$ cat src/rtl/frame_assembler_pkg.sv
// rtl/frame_assembler_pkg.sv - shared state encodings and index-width helper for streaming stages
package frame_assembler_pkg;

  // Frame buffer state: collecting pixels, or holding a complete frame
  typedef enum logic {
    ST_FILL = 1'b0,
    ST_FULL = 1'b1
  } fa_state_t;

  // Width of a raster index covering n slots; never narrower than one bit
  function automatic int idx_width(input int n);
    return (n <= 1) ? 1 : $clog2(n);
  endfunction

endpackage

$ cat src/rtl/frame_assembler_raster_counter.sv
// rtl/frame_assembler_raster_counter.sv - raster index with increment, wrap and resync load
module raster_counter
  import frame_assembler_pkg::*;
#(
  parameter int N = 64
) (
  input  logic                    clk,
  input  logic                    rst_n,
  input  logic                    i_inc,
  input  logic                    i_load1,
  output logic [idx_width(N)-1:0] o_idx,
  output logic                    o_tc
);

  localparam int W = idx_width(N);

  logic [W-1:0] r_idx;

  // Resync load takes priority over a normal advance; wrap at the last slot
  always_ff @(posedge clk or negedge rst_n) begin
    if (!rst_n) begin
      r_idx <= '0;
    end else if (i_load1) begin
      r_idx <= (N > 1) ? W'(1) : '0;
    end else if (i_inc) begin
      r_idx <= o_tc ? '0 : r_idx + W'(1);
    end
  end

  // Terminal count marks the final slot of the frame
  always_comb begin
    o_idx = r_idx;
    o_tc  = (r_idx == W'(N - 1));
  end

endmodule

$ cat src/rtl/frame_assembler.sv
// rtl/frame_assembler.sv - collects a raster pixel stream into one packed frame
module frame_assembler
  import frame_assembler_pkg::*;
#(
  parameter int DEPTH = 8,
  parameter int AX    = 8,
  parameter int AY    = 8
) (
  input  logic                  clk,
  input  logic                  rst_n,
  input  logic [DEPTH-1:0]      pix_in,
  input  logic                  pix_valid,
  input  logic                  pix_sof,
  output logic                  pix_ready,
  output logic [DEPTH*AX*AY-1:0] frame_out,
  output logic                  frame_valid,
  input  logic                  frame_ready,
  output logic                  sync_err
);

  localparam int N = AX * AY;
  localparam int W = idx_width(N);

  fa_state_t            r_state;
  fa_state_t            w_state_nxt;
  logic [DEPTH*N-1:0]   r_frame;
  logic                 r_sync_err;
  logic [W-1:0]         w_idx;
  logic                 w_tc;
  logic                 w_accept;
  logic                 w_resync;
  logic                 w_inc;
  logic [W-1:0]         w_slot;

  // A start-of-frame seen mid-frame restarts the fill with this pixel in slot 0
  always_comb begin
    w_accept = pix_valid && (r_state == ST_FILL);
    w_resync = w_accept && pix_sof && (w_idx != '0);
    w_inc    = w_accept && !w_resync;
    w_slot   = w_resync ? '0 : w_idx;
  end

  raster_counter #(
    .N(N)
  ) u_raster_counter (
    .clk    (clk),
    .rst_n  (rst_n),
    .i_inc  (w_inc),
    .i_load1(w_resync),
    .o_idx  (w_idx),
    .o_tc   (w_tc)
  );

  // State register
  always_ff @(posedge clk or negedge rst_n) begin
    if (!rst_n) begin
      r_state <= ST_FILL;
    end else begin
      r_state <= w_state_nxt;
    end
  end

  // Next state: fill until the last slot lands, hold until the consumer takes it
  always_comb begin
    w_state_nxt = r_state;
    case (r_state)
      ST_FILL: if (w_inc && w_tc) w_state_nxt = ST_FULL;
      ST_FULL: if (frame_ready)   w_state_nxt = ST_FILL;
      default: w_state_nxt = ST_FILL;
    endcase
  end

  // Outputs decoded from the state register only, so handshake inputs never reach them
  always_comb begin
    pix_ready   = (r_state == ST_FILL);
    frame_valid = (r_state == ST_FULL);
    frame_out   = r_frame;
    sync_err    = r_sync_err;
  end

  // Frame storage: each accepted pixel overwrites its raster slot
  always_ff @(posedge clk or negedge rst_n) begin
    if (!rst_n) begin
      r_frame <= '0;
    end else if (w_accept) begin
      r_frame[int'(w_slot)*DEPTH +: DEPTH] <= pix_in;
    end
  end

  // Resync indication lasts exactly the cycle after the offending pixel
  always_ff @(posedge clk or negedge rst_n) begin
    if (!rst_n) begin
      r_sync_err <= 1'b0;
    end else begin
      r_sync_err <= w_resync;
    end
  end

endmodule

$ cat config.mk
export PLATFORM = sky130hd
export DESIGN_NAME = frame_assembler
export DESIGN_NICKNAME = d
export VERILOG_FILES = /design/src/rtl/frame_assembler_pkg.sv /design/src/rtl/frame_assembler_raster_counter.sv /design/src/rtl/frame_assembler.sv
export SDC_FILE = /design/constraint.sdc
export NUM_CORES = 1
export LEC_CHECK = 0
export ABC_AREA = 1
export BUFFER_PORTS_ARGS = -buffer_cell sky130_fd_sc_hd__clkbuf_2
export CAP_MARGIN = 20
export CELL_PAD_IN_SITES_DETAIL_PLACEMENT = 1
export CELL_PAD_IN_SITES_GLOBAL_PLACEMENT = 2
export CORE_UTILIZATION = 29
export DETAILED_ROUTE_END_ITERATION = 12
export PLACE_DENSITY = 0.76
export SYNTH_ARGS = -nofsm -noshare
export SYNTH_HDL_FRONTEND = slang
export SYNTH_SLANG_ARGS = --single-unit
$ cat constraint.sdc
create_clock -name clk -period 2.95 [get_ports clk]
set_input_delay 0.7375 -clock clk [delete_from_list [all_inputs] [get_ports clk]]
set_output_delay 0.7375 -clock clk [all_outputs]
set_load 0.02 [all_outputs]
==> results.md <==
- Max Clk Rate: 0.355 GHz
- CTS Buf Count: 60
- YS warnings: 0
- Worst EP required: 3.48 ns
- TritonRoute pass-1 iters: 7
- Setup-failing EPs final: 0
- Antenna violations before repair: 5
- Post-Syn Area per Cell: 8.71 um^2
- Post-synth top cells: nand2_1 (1,157), dfrtp_1 (520), nand4_1 (168)
- Count of non-filler cells in the finished layout: 4,339
- H-tree depth: 2
- Crit path launch type: flip-flop
- Setup Skew: 0.0294 ns
- Crit path max fanout: 8
- Flop-to-flop setup slack: 0.13 ns
- R2R cell count: 16
- Post-synth top flop: dfrtp_1
- Synth top area share: 0.589
- Clock tree buffer depth: 3
- Slew Viols, Final: 0
- DRC: 0
- R2r endpoint: frame_out[234]
- Layout cell share with drive strength beyond 1: 0.316
- CP Cell Sequence: inv_1, ha_1, nand3_1, nand2_4, inv_2, nor2_4, inv_2, ha_4, inv_4, buf_4, nor3_1, buf_4, nand2_1, inv_1, nand4_1, o21ai_0
- Placed cells: 4,217
- Routed wire length: 98,000 um
- Vias in the first global route: 22,600
- Initial DRC count: 1,296
- Combinational group share of total power: 0.338
- GRT Residual Overflow: 0
- Number of buffers added on ports: 527
- Rows: 100
- CTS Sinks: 520
- Largest net degree at the start of global routing: 76
- EDFF count, synth: 0
- Crit path kind: flip-flop to flip-flop
- Worst Path Buf+Inv: 7
- Clock latency on the worst-skew pair: 0.64 ns
- TritonCTS clock tree: done
- Initial core utilization: 0.295
- Setup TNS: 0 ns
- Pre-CTS setup slack: -0.636 ns
- Final WS setup: 0.131 ns
- Worst Hold Margin: 0.111 ns
- Nets: 3,338
- Total number of vias: 21,400
- Slowest cell on the critical path: dfrtp_1
- Maximum vdd drop: 0.599 mV
- Clock-pin slew of the registers on the worst-case setup and hold paths: 0.06 ns
- Min Clock Period, post-route: 2.82 ns
- Detailed-route vias per instance: 4.93
- Detail Route Antenna Nets: 0
- Post-synth cell types: 37
- Tcrit/Tclk final: 0.956
- Internal power: 14.4 mW
- Min-Delay Path Class: input port to async pin
- Die ar.: 0.0772 mm^2
- Slew @ Worst Pin: 0.808 ns
- Async set-or-reset flop fraction in the synthesized netlist: 1.00
- # IOs: 528
- Slew HR: 0.461
- RR Startpoint: u_raster_counter.o_idx[1]
- DIE HEIGHT: 278 um
- Top delay family on crit path: buffers and inverters
- Root Buffer: clkbuf_16
- Arr. time, crit path: 3.34 ns
- Outcome: complete, no violations
- Area Overhead vs Synth: 39.3%
- Max-cap violations: 0
- Area of the core: 0.0748 mm^2
- Crit path from: u_raster_counter.o_idx[1]
- Mapped Nets: 2,553
- Final instance area: 0.0308 mm^2
- First-pass GRT wire length: 147,000 um
- Syn Inst Count: 2,536
- Post-Syn Area: 0.0221 mm^2
- Most common cell in the netlist: nand2_1
- Routability cong.: 0.853
- Total power: 23.4 mW
- Die width: 278 um
- Sw power: 8.94 mW
- Pwr Density: 760 mW/mm^2
- Switching Share: 0.382
- DP Wirelength: 73,900 um
- Final design utilization: 0.411
- Wire per inst: 22.6 um
- Clock power share: 0.328
- Flop pwr share: 0.334
- Top cells by area, synth: dfrtp_1 (59%), nand2_1 (20%), nand4_1 (4.8%)
- LEAKAGE: 16.6 nW
- Slowest cell delay on critical path: 0.38 ns
- Yosys reg bits: 520
- Crit. End Element: flip-flop
- Final hold violations: 0
- DP Area: 0.0285 mm^2
- Seq/Total Area, Yosys: 0.589
- Total GRT Usage: 0.252
- Cell taking the most area after synthesis: dfrtp_1
## power groups by stage
| stage | Combinational [mW] | Clock, mW | Sequential (mW) |
|---|---|---|---|
| after floorplan | 3.37 | 0 | 8.36 |
| final | 7.89 | 7.67 | 7.82 |
| after CTS | 7.79 | 7.86 | 7.82 |
| after detailed placement | 7.73 | 0 | 7.94 |
| after global placement | 7.62 | 0 | 7.93 |
| after global routing | 8.36 | 8.11 | 7.86 |
## worst max path at each step
| stage | endpoint | slack (ns) | cells past startpoint |
|---|---|---|---|
| global route | frame_out[438] | -0.01 | 17 |
| CTS | frame_out[375] | -0.0003 | 16 |
| floorplan | frame_out[272] | -0.02 | 16 |
| finish | frame_out[234] | 0.13 | 16 |
| detailed placement | frame_out[359] | -0.64 | 19 |
| global placement | frame_out[353] | -0.59 | 19 |
## layer usage
metal  part of all wire  global-route usage
met1               0.42               0.317
met2               0.49               0.432
met3              0.060              0.0569
met4              0.028              0.0737
met5            0.00057                   0
## final cells by class
cell class	instances	area (um^2)
well taps	969	1210
repair buffers	847	5730
diodes	1	2.50
inverters	78	315
flip-flops and latches	520	13000
multi-input cells	1814	8460
clock inverters	26	300
fillers	8879	44100
clock buffers	84	1710
## cells in the final DEF, fill, tap and decap left out, types with 8 or more instances in the layout
cell type  instances
nand2_1         1137
clkbuf_2         526
dfrtp_1          520
buf_4            262
nand4_1          168
o21ai_1          131
nor2_1            84
inv_1             64
clkbuf_16         60
o21ai_0           59
nand3_1           53
nor3_1            53
buf_12            53
nor2_4            24
nand2_2           21
nor3_2            15
nor4_1            12
clkbuf_8          12
clkbuf_1          12
clkinv_2          10
nand3_2            9
inv_2              8
nand2_4            8
## cell families after synthesis
family,after synthesis,share of synthesized area
and+or+nand+nor,1611,0.321
AOI/OAI and AO/OA,198,0.0464
buffers and inverters,202,0.0405
adders and majority gates,4,0.00227
DFF,520,0.589
xor gates and xnor gates,1,0.000397
## flip-flops by register name (all words and copies together) (netlist names)
signal and cells:
sync_err 1, u_raster_counter.o_idx 6, frame_out 512, frame_valid 1
## repair_timing
| action | in CTS | in global routing |
|---|---|---|
| setup buffers | 3 | 8 |
| hold buffers | 0 | 0 |
| endpoints found under the setup margin | 27 | 440 |
| gates resized for setup | 5 | 32 |
| pin swaps | 2 | 12 |
Power figures use the tool's default switching activity.
